File: src/rtl/tod_pkg.sv
// Shared types and constants for the time-of-day counter: field and FSM
// encodings, stage limits and widths, and the load range check.
package tod_pkg;

  typedef enum logic [1:0] {
    SEC = 2'd0,
    MIN = 2'd1,
    HR  = 2'd2,
    ALM = 2'd3
  } field_e;

  typedef enum logic [1:0] {
    IDLE     = 2'd0,
    LOAD     = 2'd1,
    ACK      = 2'd2,
    ACK_WAIT = 2'd3
  } state_e;

  localparam int SEC_MAX = 59;
  localparam int MIN_MAX = 59;
  localparam int HR_MAX  = 23;

  localparam int SEC_W = 6;
  localparam int MIN_W = 6;
  localparam int HR_W  = 5;

  // The alarm field carries minutes, so it shares the minutes limit.
  function automatic logic val_ok(input field_e f, input logic [5:0] v,
                                  input logic alm_en);
    case (f)
      SEC:     val_ok = (v <= 6'(SEC_MAX));
      MIN:     val_ok = (v <= 6'(MIN_MAX));
      HR:      val_ok = (v <= 6'(HR_MAX));
      default: val_ok = alm_en && (v <= 6'(MIN_MAX));
    endcase
  endfunction

endpackage

File: src/rtl/tod_stage.sv
// Modulo-N counter stage with synchronous load and a combinational carry
// out that enables the next stage in the cascade.
module tod_stage #(
  parameter int W = 6,
  parameter int N = 60
) (
  input  logic         clk,
  input  logic         rst,
  input  logic         ce,
  input  logic         ld,
  input  logic [W-1:0] d,
  output logic [W-1:0] q,
  output logic         co
);

  localparam logic [W-1:0] LAST = W'(N - 1);

  assign co = ce && (q == LAST);

  always_ff @(posedge clk or posedge rst) begin
    if (rst) begin
      q <= '0;
    end else if (ld) begin
      q <= d;
    end else if (ce) begin
      q <= co ? '0 : q + W'(1);
    end
  end

endmodule

File: src/rtl/tod_counter_ctl.sv
// Time-of-day controller: sec/min/hr cascade, req/ack load handshake with a
// one-deep pending tick. Optional alarm compare built when TOD_ALARM_EN is defined.
module tod_counter_ctl
  import tod_pkg::*;
#(
  parameter int TICK_GAP = 4
) (
  input  logic             clk,
  input  logic             rst,
  input  logic             tick,
  input  logic             set_req,
  input  logic [1:0]       set_field,
  input  logic [5:0]       set_val,
  output logic             set_ack,
  output logic             set_err,
  output logic [SEC_W-1:0] sec,
  output logic [MIN_W-1:0] min,
  output logic [HR_W-1:0]  hr,
  output logic             day_wrap,
  output logic             alarm
);

`ifdef TOD_ALARM_EN
  localparam logic ALM_EN = 1'b1;
`else
  localparam logic ALM_EN = 1'b0;
`endif

  state_e state;
  logic   tick_pend;
  logic   in_run;
  logic   tick_eff;
  field_e field;
  logic   legal;
  logic   do_load;
  logic   co_sec, co_min, co_hr;

  assign field   = field_e'(set_field);
  assign legal   = val_ok(field, set_val, ALM_EN);
  assign do_load = (state == LOAD) && legal;

  // Counting is frozen in LOAD/ACK so a load never races an increment;
  // the frozen tick is replayed from tick_pend once the load has landed.
  assign in_run   = (state == IDLE) || (state == ACK_WAIT);
  assign tick_eff = in_run && (tick || tick_pend);

  tod_stage #(.W(SEC_W), .N(SEC_MAX + 1)) u_sec (
    .clk (clk),
    .rst (rst),
    .ce  (tick_eff),
    .ld  (do_load && (field == SEC)),
    .d   (set_val[SEC_W-1:0]),
    .q   (sec),
    .co  (co_sec)
  );

  tod_stage #(.W(MIN_W), .N(MIN_MAX + 1)) u_min (
    .clk (clk),
    .rst (rst),
    .ce  (co_sec),
    .ld  (do_load && (field == MIN)),
    .d   (set_val[MIN_W-1:0]),
    .q   (min),
    .co  (co_min)
  );

  tod_stage #(.W(HR_W), .N(HR_MAX + 1)) u_hr (
    .clk (clk),
    .rst (rst),
    .ce  (co_min),
    .ld  (do_load && (field == HR)),
    .d   (set_val[HR_W-1:0]),
    .q   (hr),
    .co  (co_hr)
  );

  // Handshake: set_req rises and holds; set_ack/set_err pulse once in ACK;
  // set_req must drop (seen in ACK_WAIT) before the next request is taken.
  always_ff @(posedge clk or posedge rst) begin
    if (rst) begin
      state     <= IDLE;
      tick_pend <= 1'b0;
      set_ack   <= 1'b0;
      set_err   <= 1'b0;
      day_wrap  <= 1'b0;
    end else begin
      set_ack  <= 1'b0;
      set_err  <= 1'b0;
      day_wrap <= co_hr;
      case (state)
        IDLE: if (set_req) state <= LOAD;
        LOAD: begin
          set_ack <= 1'b1;
          set_err <= !legal;
          state   <= ACK;
        end
        ACK:      state <= ACK_WAIT;
        ACK_WAIT: if (!set_req) state <= IDLE;
        default:  state <= IDLE;
      endcase
      if (in_run) begin
        tick_pend <= 1'b0;
      end else if (tick) begin
        tick_pend <= 1'b1;
      end
    end
  end

`ifdef TOD_ALARM_EN
  logic [5:0]       alm_stage;
  logic [5:0]       alm_hr;
  logic [MIN_W-1:0] alm_min;
  logic [MIN_W-1:0] min_nxt;
  logic [HR_W-1:0]  hr_nxt;

  // Values the counters take on the minute rollover, so the pulse lines
  // up with the display showing hh:mm:00.
  assign min_nxt = (min == MIN_W'(MIN_MAX)) ? '0 : min + MIN_W'(1);
  assign hr_nxt  = co_min ? ((hr == HR_W'(HR_MAX)) ? '0 : hr + HR_W'(1)) : hr;

  always_ff @(posedge clk or posedge rst) begin
    if (rst) begin
      alm_stage <= '0;
      alm_hr    <= '0;
      alm_min   <= '0;
      alarm     <= 1'b0;
    end else begin
      alarm <= co_sec && (min_nxt == alm_min) && ({1'b0, hr_nxt} == alm_hr);
      if (do_load && (field == ALM)) begin
        alm_stage <= set_val;
        alm_hr    <= alm_stage;
        alm_min   <= set_val[MIN_W-1:0];
      end
    end
  end
`else
  assign alarm = 1'b0;
`endif

  for (genvar g = 1; g < TICK_GAP; g++) begin : g_tick_gap
    a_tick_gap: assert property (@(posedge clk) disable iff (rst) tick |-> !$past(tick, g));
  end

endmodule

File: config.mk
export PLATFORM = sky130hd
export DESIGN_NAME = tod_counter_ctl
export DESIGN_NICKNAME = d
export VERILOG_FILES = /design/src/rtl/tod_pkg.sv /design/src/rtl/tod_stage.sv /design/src/rtl/tod_counter_ctl.sv
export SDC_FILE = /design/constraint.sdc
export NUM_CORES = 1
export LEC_CHECK = 0
export ABC_AREA = 1
export CAP_MARGIN = 5
export CORE_MARGIN = 4
export CORE_UTILIZATION = 34
export DETAILED_ROUTE_END_ITERATION = 8
export SETUP_SLACK_MARGIN = 0.3
export SYNTH_ARGS = -nofsm -noshare
export SYNTH_HDL_FRONTEND = slang
export SYNTH_SLANG_ARGS = --single-unit
File: constraint.sdc
create_clock -name clk -period 2.1 [get_ports clk]
set_input_delay 0.42 -clock clk [delete_from_list [all_inputs] [get_ports clk]]
set_output_delay 0.42 -clock clk [all_outputs]
set_load 0.01 [all_outputs]
; Word-level counts from Yosys, hierarchy flattened
; Index checks and enable logic that the tools add are counted.
[totals]
out_inout_bits = 21
wordCells = 59
input_bits = 12
ff_bits = 23
[op_classes]
add_sub_neg = 3
n_mux = 17
reduce_logical = 19
magnitude_cmp = 2
n_eq_ne = 10
[ops]
columns = op, n
row1 = $mux W6, 6
row2 = $mux W5, 3
row3 = $add A6 B1 Y6 const B, 2
row4 = $eq A6 B6 Y1 const B, 2
row5 = $logic_and A1 B1 Y1, 8
row6 = $pmux W2 S4, 1
row7 = $reduce_bool A2 Y1, 4
row8 = $eq A2 B2 Y1 const B, 3
row9 = $le A6 B5 Y1 const B, 1
row10 = $le A6 B6 Y1 const B, 1
row11 = $add A5 B1 Y5 const B, 1
row12 = $eq A5 B5 Y1 const B, 1
row13 = $eq A2 B1 Y1 const B, 2
row14 = $logic_not A2 Y1, 2
row15 = $mux W1, 4
row16 = $mux W2, 2
row17 = $ne A2 B2 Y1 const B, 2
row18 = $logic_or A1 B1 Y1, 2
row19 = $pmux W1 S2, 1
row20 = $reduce_and A2 Y1, 1
row21 = $reduce_or A2 Y1, 1
row22 = $logic_not A1 Y1, 1

; Depth between registers and ports, before layout
; Gate-level depths: netlist (run 1).
[depth]
word_depth = 9
ltp_mapped = 11
mapped_depth_nobuf = 11

; Cells and area by module
; Synthesis (run 1) repeated with hierarchy kept, for this count alone.
[hier_totals]
hier_cells = 194
hier_area_um2 = 1481.4
[modules_own_cells]
columns = mod, cells_each, area_per_inst_um2, seq_area_each_um2, n_inst
row1 = tod_stage (u_sec), 57, 395.4, 150.1, 1
row2 = tod_counter_ctl, 50, 391.6, 150.1, 1
row3 = tod_stage (u_min), 45, 376.6, 150.1, 1
row4 = tod_stage (u_hr), 42, 317.8, 125.1, 1

; Least setup slack after synthesis (run 1)
; No wires, ideal clock.
[synth_timing]
path_type = reg-to-reg
start = reg state[1]
end = reg u_min.q[1]
synth_period_minus_slack_ps = 1448
setup_ps = 117
path_stages_with_launch = 12
slack_ps = 652
t_arrival_ps = 1332
required_time_ps = 1983
n_path_buf = 0
path_cell_list = dfrtp_1 inv_1 ha_1 clkinv_1 o21ai_2 inv_2 nand2_4 nor2_8 nand2_1 nand2_1 nand2_1 nand2_1
[synth_between]
elab_chain_cells = 8
elab_cells_between_ends = 13
classes_between = eq/ne: 2 / mux: 3 / reduce/logical: 8
[synth_rtl]
columns = element, line
row1 = from (decl), tod_counter_ctl.sv:29  ; state_e state;
row2 = from (signal assigned), tod_counter_ctl.sv:81  ; state <= IDLE;
row3 = from (signal assigned), tod_counter_ctl.sv:91  ; IDLE: if (set_req) state <= LOAD;
row4 = from (signal assigned), tod_counter_ctl.sv:95  ; state <= ACK;
row5 = $eq A2 B2 Y1 / $logic_not A2 Y1 (equally long branches), tod_counter_ctl.sv:44  ; assign in_run = (state == IDLE) || (state == ACK_WAIT);
row6 = $logic_or A1 B1 Y1, tod_counter_ctl.sv:44
row7 = $logic_and A1 B1 Y1, tod_counter_ctl.sv:45  ; assign tick_eff = in_run && (tick || tick_pend);
row8 = $logic_and A1 B1 Y1 (2 in series), tod_stage.sv:18  ; assign co = ce && (q == LAST);
row9 = $mux W6, tod_stage.sv:26  ; q <= co ? '0 : q + W'(1);
row10 = $mux W6, tod_stage.sv:25  ; end else if (ce) begin
row11 = $mux W6, tod_stage.sv:23  ; end else if (ld) begin
row12 = to (signal assigned), tod_stage.sv:26
row13 = to (decl), tod_stage.sv:12  ; output logic [W-1:0] q,
; Several ways; a longest one is shown, not always the timed one. The select of a mux whose other input is x is not followed.
; A chain may end at the register's enable or synchronous reset.

; Worst setup path in the final report (run 1)
[layout_timing]
start = reg u_sec.q[2]
end = out sec[2]
[layout_lines]
columns = element, line
row1 = from (decl), tod_stage.sv:12
row2 = from (signal assigned), tod_stage.sv:26
row3 = to (decl), tod_counter_ctl.sv:16  ; output logic [SEC_W-1:0] sec,
; No word-level cell between the ends.

==> flow_metrics.tcl, run 1 <==
set metrics [dict create \
    crit_fanout 6 \
    drt_iter0_markers 61 \
    crit_buf_inv 1 \
    insertion_delay_ns 0.26 \
    skew_ns 0.006280 \
    final_layout_size_suffix_gt1_share_pct 11.69 \
    first_pass_iters 4 \
    crit_start "u_sec.q[2]$_DFFE_PP0P_" \
    ys_types 31 \
    dpl_cell_area_um2 1927 \
    ioPinCount 33 \
    fill_cells 428 \
    seq_area_um2 576.8 \
    finalSetupTns_ns 0 \
    tritoncts "yes" \
    cap_viol_max_count 0 \
    clkTransAtPathRegs_ns 0.09 \
    hold_violations 0 \
    crit_path_cell_trace "clkdlybuf4s50_1" \
    reg2reg_to "u_hr.q[3]$_DFFE_PP0P_" \
    crit_required_ns 1.68 \
    fin_nets 252 \
    synth_edf_count 0 \
    syn_nets 212 \
    vias 1369 \
    final_area_um2 1973 \
    synth.most_common_cell "nand2_1" \
    grt_antenna_before_repair 0 \
    postCtsSetupRepairBufs 0 \
    synth_async_sr_flop_share_pct 100.0 \
    rrSetupSlack_ns 0.47 \
    crit_cells 1 \
    power_density_nw_per_um2 1252 \
    cts_inserted_buffers 3 \
    areaGrowthSynthToFinish_pct 29.90 \
    grt_usage_pct 14.01 \
    diodes 0 \
    wirelength_um 3529 \
    fmax_ghz 0.5730 \
    io_buffers 31 \
    multi_input_area_um2 844.6 \
    wire_per_inst_um 12.47 \
    netlist_instances 192 \
    cts-hold-fix-buffers 0 \
    holdWs_ns 0.5010 \
    crit_path_top_delay_cell "clkdlybuf4s50_1" \
    dieArea_um2 5601 \
    grt_overflow 0 \
    critPathCapture "sec[2]" \
    synth.avg_cell_area_um2 7.911 \
    clockBufferDepth 2 \
    die_x_um 74.84 \
    yosys.area.top_type "dfrtp_1" \
    dp_hpwl_um 2744 \
    syn-cell-area_um2 1519 \
    rsz0062_at_grt "no" \
    cp-end-kind "primary output" \
    cts_max_level 1 \
    drv_slew 0 \
    clockRootBuffer "clkbuf_8" \
    start_util_pct 34.89 \
    grt_pass1_wl_um 6085 \
    ys.flop_type "dfrtp_1" \
    synth_common_cells "nand2_1, nand3_1, dfrtp_1" \
    vias_per_cell 4.837 \
    grt_pass1_vias 1288 \
    critPathKind "reg -> out" \
    status "complete, no violations" \
    synth_area_leaders "dfrtp_1, nand3_1, nand2_1, ha_1, xor2_1" \
    ys_warn_count 0 \
    cp-start-kind "flop" \
    die_height_um 74.84 \
    num_rows 24 \
    synth_top_area_share_pct 37.89 \
    core-area_um2 4354 \
    final.min_clock_period_ns 1.745 \
    p_leak_nw 0.9192 \
    post_cts_resized 0 \
    ir_drop_mv 0.4920 \
    synth-seq-cells 23 \
    ant_nets 0 \
    finalSetupViolations 0 \
    crit_arrival_ns 1.33 \
    synth-seq-area-share_pct 37.89 \
    worst_r2r_path_depth 9 \
    cts.sinks 23 \
    worst_path_largest_cell_delay_ns 0.58 \
    grt_max_degree 24 \
    crit_family "buffers and inverters" \
    drc 0 \
    hold_class "in -> async" \
    gp_congestion 0.8222 \
    rr_startpoint "state[1]$_DFFE_PP0P_" \
    post-route-period-util_pct 83.10 \
]
## cell families after synthesis
group | share of synthesized area (%)
simple gates | 40.69
buf+inv | 6.507
flops | 37.89
fa+ha+maj | 6.590
xor+xnor | 4.613
compound gates | 2.718
other cells | 0.2469
mux | 0.7413
## worst register-to-register path: cells and delay by family, from the launching register on
family	cells	cell delay [ns]
buffers and inverters	4	0.40
and+or+nand+nor	3	0.29
adders and majority gates	1	0.28
DFF	1	0.41
AOI/OAI and AO/OA	1	0.13
## power by group
part	leakage [nW]	total (W)	internal [W]	switching [W]
logic	0.609	0.00129	0.000647	0.000647
clock network	0.0228	0.000279	0.000135	0.000144
registers	0.288	0.000898	0.000648	0.000250
total	0.919	0.00247	0.00143	0.00104
## state kept, by name (all words and copies together) (netlist names)
signal,cells
day_wrap,1
set_ack,1
set_err,1
state,2
tick_pend,1
u_hr.q,5
u_min.q,6
u_sec.q,6
## layout make-up
class                      count  area share (%)
tap                           52           3.297
inverter                      23           4.375
timing repair buffer          37           18.01
clock buffer                   4           2.283
sequential                    23           29.23
multi-input combinational    144           42.80
## placed cells by master, fill, tap and decap left out, drive strengths merged, types with 2 or more instances in the layout
cell and instances:
nor2 15, nand2 47, dfrtp 23, o21ai 4, xor2 7, inv 19
a21oi 2, ha 8, nor3 3, clkinv 4, clkbuf 4, nand4 6
nand3b 4, clkdlybuf4s50 31, or2 2, nand3 42, buf 6
## worst min path at each step
stage                                startpoint                endpoint  slack (ns)  depth (start not counted)
final                                       rst  u_min.q[4]$_DFFE_PP0P_        0.50                          3
after global routing                        rst  u_min.q[5]$_DFFE_PP0P_        0.55                          3
after CTS                                   rst  u_min.q[5]$_DFFE_PP0P_        0.51                          3
after detailed placement  tick_pend$_DFFE_PP0P_   tick_pend$_DFFE_PP0P_        0.51                          2
after global placement    tick_pend$_DFFE_PP0P_   tick_pend$_DFFE_PP0P_        0.51                          2
after floorplan                             rst      day_wrap$_DFF_PP0_        0.42                          1
## per-layer routing
layer	wire [µm]	vias up	part of all wire (%)	GRT usage [%]
met2	1612	19	46	22.63
met4	19	0	0.54	2.964
met1	1759	638	50	19.62
met5	0	-	0	0
li1	-	710	-	-
met3	138	2	3.9	2.537
## through the flow
stage	util, %	setup WS, ns	total power [W]	cells
final	45.32	0.3549	0.002471	283
after global routing	45.32	0.3063	0.002706	283
after CTS	45.29	0.3507	0.002499	283
after detailed placement	44.25	0.1979	0.002213	279
after global placement	44.25	0.1769	0.002206	279
after floorplan	-	0.6518	0.001654	192
Note: power is estimated with default switching activity, not from simulation.
==> run 2: changes to the inputs <==
==> constraint.sdc (replaced) <==
create_clock -name clk -period 1.6 [get_ports clk]
set_input_delay 0.32 -clock clk [delete_from_list [all_inputs] [get_ports clk]]
set_output_delay 0.32 -clock clk [all_outputs]
set_load 0.01 [all_outputs]
==> flow_metrics.tcl, run 2 (same netlist as run 1, synthesis figures left out) <==
set metrics [dict create \
    status "complete, no violations" \
    fill_cells 389 \
    holdWs_ns 0.3994 \
    fmax_ghz 0.6937 \
    cap_viol_max_count 0 \
    die_height_um 74.84 \
    rsz0062_at_grt "yes" \
    fin_cells 324 \
    cts_inserted_buffers 3 \
    grt_pass1_wl_um 6755 \
    areaGrowthSynthToFinish_pct 60.21 \
    cts_max_level 1 \
    final_common_cell "buf_4" \
    ant_nets 0 \
    grt_usage_pct 15.37 \
    fin_nets 293 \
    final_cell_mix "buf_4, nand2_1, nand3_1" \
    final_core_util_pct 55.89 \
    dp_hpwl_um 2773 \
    ir_drop_mv 0.8956 \
    vias 1539 \
    cts.sinks 23 \
    dieArea_um2 5601 \
    grt_overflow 0 \
    skew_ns 0.003081 \
    worst_r2r_path_depth 9 \
    insertion_delay_ns 0.27 \
    cp-end-kind "flop" \
    clockBufferDepth 2 \
    drv_slew 0 \
    clkTransAtPathRegs_ns 0.09 \
    io_buffers 31 \
    num_rows 24 \
    diodes 0 \
    drc 0 \
    clockRootBuffer "clkbuf_8" \
    critPathKind "reg -> reg" \
    rr_startpoint "state[1]$_DFFE_PP0P_" \
    gp_congestion 0.7695 \
    final.min_clock_period_ns 1.442 \
    hold_violations 0 \
    wirelength_um 4080 \
    crit_required_ns 1.76 \
    finalSetupViolations 0 \
    tritoncts "yes" \
    cp-start-kind "flop" \
    grt_pass1_vias 1486 \
    top_regs "u_min.q (6), u_sec.q (6), u_hr.q (5)" \
    crit_arrival_ns 1.60 \
    grt_max_degree 24 \
    final_layout_size_suffix_gt1_share_pct 38.60 \
    crit_fanout 8 \
    rrSetupSlack_ns 0.16 \
    power_density_nw_per_um2 1706 \
    hold_class "in -> async" \
    die_x_um 74.84 \
    dp_cells 290 \
    p_leak_nw 1.191 \
    start_util_pct 34.89 \
    post-route-period-util_pct 90.10 \
    first_pass_iters 4 \
    drt_iter0_markers 92 \
    wire_per_inst_um 12.59 \
    reg2reg_to "u_min.q[5]$_DFFE_PP0P_" \
    core-area_um2 4354 \
    vias_per_cell 4.750 \
    ioPinCount 33 \
    grt_antenna_before_repair 0 \
]
==> run 2: changes by cell type in the layout (fill, tap and decap cells not counted), sizes merged <==
cell           change
clkdlybuf4s50     -22
dlygate4sd2       +12
buf               +42
clkdlybuf4s15      +5
clkbuf             +4
==> run 2: final cells by class <==
type                    instances  area (µm²)  share of cell area [%]
clock buffers                   4       45.04                   1.851
inverters                      23       95.09                   3.907
multi-input cells             144       996.0                   40.93
flip-flops and latches         23       580.6                   23.86
well taps                      52       65.06                   2.674
repair buffers                 78       651.9                   26.79
==> run 2: worst max path at each step <==
stage                                start                      to  slack [ns]  depth (start not counted)
finish                state[1]$_DFFE_PP0P_  u_min.q[5]$_DFFE_PP0P_        0.16                          9
global route          state[1]$_DFFE_PP0P_  u_min.q[0]$_DFFE_PP0P_        0.03                          7
CTS                   state[1]$_DFFE_PP0P_  u_min.q[1]$_DFFE_PP0P_        0.14                         11
detailed placement              set_val[5]   u_hr.q[3]$_DFFE_PP0P_       -0.16                          8
global placement                set_val[5]   u_hr.q[3]$_DFFE_PP0P_       -0.11                          8
floorplan           u_min.q[0]$_DFFE_PP0P_   u_hr.q[1]$_DFFE_PP0P_        0.18                          8
==> run 2: where the power goes <==
| group | switching (W) | total (W) | internal (W) | leakage, nW |
|---|---|---|---|---|
| logic | 0.00134 | 0.00273 | 0.00140 | 0.885 |
| registers | 0.000182 | 0.00104 | 0.000856 | 0.284 |
| clock network | 0.000203 | 0.000381 | 0.000178 | 0.0228 |
| total | 0.00172 | 0.00415 | 0.00243 | 1.19 |
==> run 2: layer usage <==
metal,share of wire (%),wire [µm],GRT usage (%),vias up
li1,-,-,-,792
met2,51,2062,25.53,27
met1,45,1849,20.36,718
met5,0,0,0,-
met4,0.44,18,3.953,0
met3,3.7,149,3.204,2
==> run 2: what timing repair did <==
| action | CTS | global route |
|---|---|---|
| buffers inserted | 24 | 6 |
| pin swaps | 16 | 7 |
| gates cloned | 0 | 0 |
| resized for setup | 47 | 24 |
| hold buffers | 0 | 0 |
| endpoints found under the setup margin | 39 | 29 |
==> run 2: per-stage QoR <==
stage | TNS (ns) | worst slack [ns] | power (W) | area (µm²)
after floorplan | 0 | 0.1767 | 0.002339 | 1598
after global placement | -1.025 | -0.1054 | 0.003142 | 2082
after detailed placement | -1.803 | -0.1584 | 0.003168 | 2082
after CTS | 0 | 0.1381 | 0.003946 | 2360
after global routing | 0 | 0.03067 | 0.004499 | 2434
final | 0 | 0.1584 | 0.004151 | 2434
==> run 2: critical path, stage by stage, from the launching register on <==
cell and delay (ns):
dfrtp_1 0.40, inv_2 0.10, ha_4 0.21, clkinv_4 0.05, o21ai_4 0.06, inv_2 0.10
nand2_4 0.11, buf_4 0.15, nand3_1 0.07, nand3_1 0.08
